## config.mk

```make
export PLATFORM = sky130hd
export DESIGN_NAME = csr_commit_ctrl_flat
export DESIGN_NICKNAME = d
export VERILOG_FILES = /design/src/rtl/csr_commit_ctrl_pkg.sv /design/src/rtl/csr_commit_ctrl_if.sv /design/src/rtl/csr_commit_ctrl.sv /design/src/flat_wrapper.sv
export SDC_FILE = /design/constraint.sdc
export NUM_CORES = 1
export LEC_CHECK = 0
export BUFFER_PORTS_ARGS = -buffer_cell sky130_fd_sc_hd__buf_2
export CORE_UTILIZATION = 30
export DETAILED_ROUTE_END_ITERATION = 12
export REMOVE_ABC_BUFFERS = 1
export SYNTH_ARGS = -nofsm -noshare
export SYNTH_HDL_FRONTEND = slang
export SYNTH_SLANG_ARGS = --single-unit
```

## constraint.sdc

```tcl
create_clock -name clk_i -period 2.15 [get_ports clk_i]
set_input_delay 0.215 -clock clk_i [delete_from_list [all_inputs] [get_ports clk_i]]
set_output_delay 0.215 -clock clk_i [all_outputs]
set_load 0.01 [all_outputs]
```

## src/rtl/csr_commit_ctrl_pkg.sv

```systemverilog
// Shared types for the commit-side CSR controller: command encoding, FSM states,
// latched access/response records and the response capture helper.
package csr_commit_ctrl_pkg;

  localparam int XLEN   = 64;
  localparam int VLEN   = 64;
  localparam int CSR_AW = 12;

  typedef enum logic [1:0] {
    CSR_READ  = 2'd0,
    CSR_WRITE = 2'd1,
    CSR_SET   = 2'd2,
    CSR_CLEAR = 2'd3
  } csr_cmd_t;

  typedef enum logic [2:0] {
    S_IDLE  = 3'd0,
    S_REQ   = 3'd1,
    S_WAIT  = 3'd2,
    S_DONE  = 3'd3,
    S_FLUSH = 3'd4
  } commit_state_t;

  typedef struct packed {
    csr_cmd_t              cmd;
    logic [CSR_AW-1:0]     addr;
    logic [XLEN-1:0]       wdata;
    logic [VLEN-1:0]       pc;
  } csr_access_t;

  typedef struct packed {
    logic [XLEN-1:0]       rdata;
    logic                  ex;
    logic                  side_effect;
  } csr_resp_t;

  // A faulting access never requests a flush, so the side-effect bit is masked at capture.
  function automatic csr_resp_t make_resp(input logic [XLEN-1:0] rdata,
                                          input logic            ex,
                                          input logic            side_effect);
    csr_resp_t r;
    r.rdata       = rdata;
    r.ex          = ex;
    r.side_effect = side_effect && !ex;
    return r;
  endfunction

endpackage

```

## src/rtl/csr_commit_ctrl_if.sv

```systemverilog
// Signal bundle between the CSR commit controller, the scoreboard head / CSR buffer
// and the CSR register file. master = the controller, slave = its environment.
interface csr_commit_ctrl_if;
  import csr_commit_ctrl_pkg::*;

  logic                  flush_i;
  logic                  halt_i;
  logic                  commit_valid_i;
  csr_cmd_t              commit_cmd_i;
  logic [VLEN-1:0]       commit_pc_i;
  logic [CSR_AW-1:0]     buf_addr_i;
  logic [XLEN-1:0]       buf_wdata_i;

  logic                  csr_req_o;
  csr_cmd_t              csr_cmd_o;
  logic [CSR_AW-1:0]     csr_addr_o;
  logic [XLEN-1:0]       csr_wdata_o;
  logic                  csr_gnt_i;
  logic                  csr_rvalid_i;
  logic [XLEN-1:0]       csr_rdata_i;
  logic                  csr_ex_i;
  logic                  csr_side_effect_i;

  logic                  buf_commit_o;
  logic                  commit_ack_o;
  logic                  wb_valid_o;
  logic [XLEN-1:0]       wb_data_o;
  logic                  ex_valid_o;
  logic [VLEN-1:0]       ex_pc_o;
  logic                  flush_pipeline_o;

  modport master (
    input  flush_i, halt_i, commit_valid_i, commit_cmd_i, commit_pc_i,
           buf_addr_i, buf_wdata_i,
           csr_gnt_i, csr_rvalid_i, csr_rdata_i, csr_ex_i, csr_side_effect_i,
    output csr_req_o, csr_cmd_o, csr_addr_o, csr_wdata_o,
           buf_commit_o, commit_ack_o, wb_valid_o, wb_data_o,
           ex_valid_o, ex_pc_o, flush_pipeline_o
  );

  modport slave (
    output flush_i, halt_i, commit_valid_i, commit_cmd_i, commit_pc_i,
           buf_addr_i, buf_wdata_i,
           csr_gnt_i, csr_rvalid_i, csr_rdata_i, csr_ex_i, csr_side_effect_i,
    input  csr_req_o, csr_cmd_o, csr_addr_o, csr_wdata_o,
           buf_commit_o, commit_ack_o, wb_valid_o, wb_data_o,
           ex_valid_o, ex_pc_o, flush_pipeline_o
  );

endinterface

```

## src/rtl/csr_commit_ctrl.sv

```systemverilog
// Commit-side CSR controller: latches the head CSR op, runs one req/gnt/rvalid access
// against the CSR file, then retires it with writeback, exception or pipeline flush.
module csr_commit_ctrl
  import csr_commit_ctrl_pkg::*;
(
  input  logic              clk_i,
  input  logic              rst_ni,
  csr_commit_ctrl_if.master bus
);

  commit_state_t state_reg, state_next;
  csr_access_t   acc_reg, acc_next;
  csr_resp_t     resp_reg, resp_next;

  always_comb begin
    state_next = state_reg;
    acc_next   = acc_reg;
    resp_next  = resp_reg;
    case (state_reg)
      S_IDLE: begin
        if (bus.commit_valid_i && !bus.halt_i && !bus.flush_i) begin
          acc_next.cmd   = bus.commit_cmd_i;
          acc_next.addr  = bus.buf_addr_i;
          acc_next.wdata = bus.buf_wdata_i;
          acc_next.pc    = bus.commit_pc_i;
          state_next     = S_REQ;
        end
      end
      S_REQ: begin
        // Before the grant nothing has reached the CSR file, so a flush can still abort.
        if (bus.flush_i) begin
          state_next = S_IDLE;
        end else if (bus.csr_gnt_i) begin
          if (bus.csr_rvalid_i) begin
            resp_next  = make_resp(bus.csr_rdata_i, bus.csr_ex_i, bus.csr_side_effect_i);
            state_next = S_DONE;
          end else begin
            state_next = S_WAIT;
          end
        end
      end
      S_WAIT: begin
        if (bus.csr_rvalid_i) begin
          resp_next  = make_resp(bus.csr_rdata_i, bus.csr_ex_i, bus.csr_side_effect_i);
          state_next = S_DONE;
        end
      end
      S_DONE: begin
        state_next = resp_reg.side_effect ? S_FLUSH : S_IDLE;
      end
      S_FLUSH: begin
        state_next = S_IDLE;
      end
      default: begin
        state_next = S_IDLE;
      end
    endcase
  end

  always_ff @(posedge clk_i or negedge rst_ni) begin
    if (!rst_ni) begin
      state_reg <= S_IDLE;
      acc_reg   <= '0;
      resp_reg  <= '0;
    end else begin
      state_reg <= state_next;
      acc_reg   <= acc_next;
      resp_reg  <= resp_next;
    end
  end

  // Every output is a decode of registered state, never of a live input.
  logic in_done;
  logic retire_ok;
  logic retire_ex;

  assign in_done   = (state_reg == S_DONE);
  assign retire_ok = in_done && !resp_reg.ex;
  assign retire_ex = in_done &&  resp_reg.ex;

  assign bus.csr_req_o        = (state_reg == S_REQ);
  assign bus.csr_cmd_o        = acc_reg.cmd;
  assign bus.csr_addr_o       = acc_reg.addr;
  assign bus.csr_wdata_o      = acc_reg.wdata;

  assign bus.commit_ack_o     = in_done;
  assign bus.buf_commit_o     = retire_ok;
  assign bus.wb_valid_o       = retire_ok;
  assign bus.wb_data_o        = retire_ok ? resp_reg.rdata : '0;
  assign bus.ex_valid_o       = retire_ex;
  assign bus.ex_pc_o          = retire_ex ? acc_reg.pc : '0;
  assign bus.flush_pipeline_o = (state_reg == S_FLUSH);

endmodule

```

## src/flat_wrapper.sv

```systemverilog
// flat-port wrapper written by rule: the top's interface ports become plain ports
module csr_commit_ctrl_flat import csr_commit_ctrl_pkg::*;
  (clk_i, rst_ni, bus_flush_i, bus_halt_i, bus_commit_valid_i, bus_commit_cmd_i, bus_commit_pc_i, bus_buf_addr_i, bus_buf_wdata_i, bus_csr_gnt_i, bus_csr_rvalid_i, bus_csr_rdata_i, bus_csr_ex_i, bus_csr_side_effect_i, bus_csr_req_o, bus_csr_cmd_o, bus_csr_addr_o, bus_csr_wdata_o, bus_buf_commit_o, bus_commit_ack_o, bus_wb_valid_o, bus_wb_data_o, bus_ex_valid_o, bus_ex_pc_o, bus_flush_pipeline_o);
  csr_commit_ctrl_if bus_i ();
  input  logic clk_i;
  input  logic rst_ni;
  input wire logic [$bits(bus_i.flush_i)-1:0] bus_flush_i;
  input wire logic [$bits(bus_i.halt_i)-1:0] bus_halt_i;
  input wire logic [$bits(bus_i.commit_valid_i)-1:0] bus_commit_valid_i;
  input wire logic [$bits(bus_i.commit_cmd_i)-1:0] bus_commit_cmd_i;
  input wire logic [$bits(bus_i.commit_pc_i)-1:0] bus_commit_pc_i;
  input wire logic [$bits(bus_i.buf_addr_i)-1:0] bus_buf_addr_i;
  input wire logic [$bits(bus_i.buf_wdata_i)-1:0] bus_buf_wdata_i;
  input wire logic [$bits(bus_i.csr_gnt_i)-1:0] bus_csr_gnt_i;
  input wire logic [$bits(bus_i.csr_rvalid_i)-1:0] bus_csr_rvalid_i;
  input wire logic [$bits(bus_i.csr_rdata_i)-1:0] bus_csr_rdata_i;
  input wire logic [$bits(bus_i.csr_ex_i)-1:0] bus_csr_ex_i;
  input wire logic [$bits(bus_i.csr_side_effect_i)-1:0] bus_csr_side_effect_i;
  output wire logic [$bits(bus_i.csr_req_o)-1:0] bus_csr_req_o;
  output wire logic [$bits(bus_i.csr_cmd_o)-1:0] bus_csr_cmd_o;
  output wire logic [$bits(bus_i.csr_addr_o)-1:0] bus_csr_addr_o;
  output wire logic [$bits(bus_i.csr_wdata_o)-1:0] bus_csr_wdata_o;
  output wire logic [$bits(bus_i.buf_commit_o)-1:0] bus_buf_commit_o;
  output wire logic [$bits(bus_i.commit_ack_o)-1:0] bus_commit_ack_o;
  output wire logic [$bits(bus_i.wb_valid_o)-1:0] bus_wb_valid_o;
  output wire logic [$bits(bus_i.wb_data_o)-1:0] bus_wb_data_o;
  output wire logic [$bits(bus_i.ex_valid_o)-1:0] bus_ex_valid_o;
  output wire logic [$bits(bus_i.ex_pc_o)-1:0] bus_ex_pc_o;
  output wire logic [$bits(bus_i.flush_pipeline_o)-1:0] bus_flush_pipeline_o;
  assign bus_i.flush_i = bus_flush_i;
  assign bus_i.halt_i = bus_halt_i;
  assign bus_i.commit_valid_i = bus_commit_valid_i;
  assign bus_i.commit_cmd_i = bus_commit_cmd_i;
  assign bus_i.commit_pc_i = bus_commit_pc_i;
  assign bus_i.buf_addr_i = bus_buf_addr_i;
  assign bus_i.buf_wdata_i = bus_buf_wdata_i;
  assign bus_i.csr_gnt_i = bus_csr_gnt_i;
  assign bus_i.csr_rvalid_i = bus_csr_rvalid_i;
  assign bus_i.csr_rdata_i = bus_csr_rdata_i;
  assign bus_i.csr_ex_i = bus_csr_ex_i;
  assign bus_i.csr_side_effect_i = bus_csr_side_effect_i;
  assign bus_csr_req_o = bus_i.csr_req_o;
  assign bus_csr_cmd_o = bus_i.csr_cmd_o;
  assign bus_csr_addr_o = bus_i.csr_addr_o;
  assign bus_csr_wdata_o = bus_i.csr_wdata_o;
  assign bus_buf_commit_o = bus_i.buf_commit_o;
  assign bus_commit_ack_o = bus_i.commit_ack_o;
  assign bus_wb_valid_o = bus_i.wb_valid_o;
  assign bus_wb_data_o = bus_i.wb_data_o;
  assign bus_ex_valid_o = bus_i.ex_valid_o;
  assign bus_ex_pc_o = bus_i.ex_pc_o;
  assign bus_flush_pipeline_o = bus_i.flush_pipeline_o;
  csr_commit_ctrl u_core (.clk_i(clk_i), .rst_ni(rst_ni), .bus(bus_i));
endmodule
```

==> impl_metrics.env <==
export IMPL_postSynthAreaPerCell_sq_um=13.8
export IMPL_via_per_inst=4.37
export IMPL_ys_seq_area_share_pct=56.4
export IMPL_cts_buffer_depth=3
export IMPL_netlist_instances=681
export IMPL_gp_congestion=0.785
export IMPL_final_setup_tns_ns=0
export IMPL_status="complete, no violations"
export IMPL_nets=1469
export IMPL_worst_r2r_endpoint="u_core.acc_reg[1]"
export IMPL_layout_drive_gt1_share_pct=53.5
export IMPL_clkTransAtPathRegs_ns=0.05
export IMPL_slew_headroom_pct=68.7
export IMPL_end_kind="primary output"
export IMPL_synth_seq_cells=211
export IMPL_whs_path_depth=4
export IMPL_core_area_sq_um=30700
export IMPL_p_leak_nw=7.32
export IMPL_period_share_pct=99.4
export IMPL_drt_first_pass_iters=4
export IMPL_critPathKind="reg2out"
export IMPL_synth_edf_count=0
export IMPL_antenna_found_initial=1
export IMPL_totalWireLength_microns=28800
export IMPL_fin_crit_ns=2.14
export IMPL_first_global_vias=7425
export IMPL_cp_start_kind="register"
export IMPL_worstPathMaxFanout=7
export IMPL_dr_first_iter_drc_count=236
export IMPL_final_common_cell="buf_2"
export IMPL_synth_cell_types=21
export IMPL_die_x_microns=179
export IMPL_min_from="bus_csr_gnt_i"
export IMPL_r2r_start="u_core.state_reg[2]"
export IMPL_grt_max_degree=67
export IMPL_fp_dieH_microns=179
export IMPL_tightest_slew_ns=0.470
export IMPL_io_pins=427
export IMPL_largest_reg_flops=66
export IMPL_fillers=2631
export IMPL_holdCritPathClass="in2reg"
export IMPL_multi_input_area_sq_um=3440
export IMPL_avgRoutedWirePerCell_microns=17.3
export IMPL_final_cell_mix="363 x buf_2, 210 x dfrtp_1, 208 x dlygate4sd3_1, 129 x mux2_2, 79 x mux2_1"
export IMPL_drc=0
export IMPL_cts_inserted_buffers=25
export IMPL_hold_viol=0
export IMPL_initial_core_util_pct=30.5
export IMPL_postRouteAntennaNets=0
export IMPL_regArea_sq_um=5280
export IMPL_rsz0062_at_grt="true"
export IMPL_slew_violations=0
export IMPL_vias=7288
export IMPL_row_count=64
export IMPL_required_ns=1.93
export IMPL_cts_tree="built"
export IMPL_arrival_ns=1.92
export IMPL_power_w=0.0160
export IMPL_clock_sinks=211
export IMPL_cellPowerDensity_nw_per_um2=1060
export IMPL_syn_area_sq_um=9370
export IMPL_io_buffer_count=426
export IMPL_htreeDepth=1
export IMPL_async_flop_share_pct=100
export IMPL_hold_slack_ns=0.0780
export IMPL_ff2ff_path_depth=5
export IMPL_fmaxAchievable_mhz=468
export IMPL_hold_end="u_core.state_reg[0]"
export IMPL_maxCapViolCount=0
export IMPL_yosysWarnings=0
export IMPL_overflow=0
export IMPL_hpwl_microns=17600
export IMPL_grt_pass1_wl_microns=39500
export IMPL_ir_worst_vdd_mv=0.806
export IMPL_setup_viol=0
export IMPL_reg2reg_slack_ns=0.23
export IMPL_synth_flop_cell="dfrtp_1"
export IMPL_dieArea_sq_um=31900
export IMPL_clk_latency_ns=0.52
export IMPL_finClkSkew_ns=0.0206
export IMPL_syn_to_final_growth_pct=60.5
export IMPL_root_buffer="clkbuf_16"
export IMPL_utilization_pct=49.0
export IMPL_grt_use_total_pct=16.0
## what timing repair did
action / 4_1_cts / 5_1_grt
endpoints found under the setup margin: 129 / 113
hold buffers: 208 / 0
buffers inserted: 5 / 3
cloned: 2 / 5
pin swaps: 4 / 35
gates resized for setup: 8 / 118
endpoints found under the hold margin: 255 / 0
## power breakdown
part           internal [W]  total (W)  switching, W
sequential          0.00599    0.00709       0.00111
combinational       0.00282    0.00484       0.00202
clock               0.00239    0.00407       0.00168
## worst max-delay path, cell delays in order (launching register included)
cell	delay (ns)
dfrtp_2	0.42
nor2b_4	0.15
and3_4	0.29
buf_12	0.14
clkbuf_16	0.15
and2_4	0.15
buf_6	0.10
## kinds of logic (layout without fill, tap and decap cells)
kind of cell / Yosys count / after routing / synth area share [%]
other: 0 / 2 / 0
and+or+nand+nor: 144 / 144 / 9.74
buffers and inverters: 115 / 703 / 8.72
AOI/OAI and AO/OA: 3 / 3 / 0.187
DFF: 211 / 211 / 56.4
muxes: 208 / 208 / 25.0
## metrics by stage
step	instance area (sq um)	setup WS (ns)	std cells
detailed placement	11400	0.230	1401
global placement	11400	0.333	1401
CTS	14400	-0.0293	1658
global route	15000	-0.0700	1665
finish	15000	0.0134	1667
floorplan	8550	-2.31	566
## worst max-delay path by stage
stage	cells after the start	start	endpoint	slack, ns
3_3_place_gp	5	u_core.state_reg[0]	bus_ex_pc_o[1]	0.33
6_report	6	u_core.state_reg[2]	bus_ex_pc_o[29]	0.01
3_5_place_dp	5	u_core.state_reg[0]	bus_ex_pc_o[1]	0.23
5_1_grt	6	u_core.state_reg[2]	bus_ex_pc_o[29]	-0.07
4_1_cts	5	u_core.state_reg[2]	bus_ex_pc_o[45]	-0.03
2_1_floorplan	3	u_core.state_reg[1]	u_core.resp_reg[0]	-2.31
## layer usage
metal	routed length, microns	track usage, %	vias up
met4	939	4.63	0
met5	0	0	-
li1	-	-	3352
met2	14800	28.3	274
met3	1690	3.63	59
met1	11400	19.3	3603
## layout make-up
cell class	instances	area share (%)
Tap cell	396	3.30
Clock buffer	35	4.68
Sequential cell	211	35.1
Clock inverter	7	0.491
Multi-Input combinational cell	355	22.9
Timing Repair Buffer	661	33.5
Antenna cell	2	0.0333
## synth_stat cells, types with 2 or more instances
cell / number / area (sq um)
buf_4: 85 / 638
mux2_2: 129 / 1450
buf_2: 9 / 45.0
a21oi_1: 2 / 10.0
mux2_1: 79 / 890
clkbuf_1: 12 / 45.0
and3_1: 2 / 12.5
nand2b_1: 3 / 18.8
nor2b_1: 3 / 18.8
dfrtp_1: 211 / 5280
clkbuf_2: 2 / 10.0
buf_6: 7 / 78.8
and2_1: 129 / 807
(Power assumes the default switching activity.)
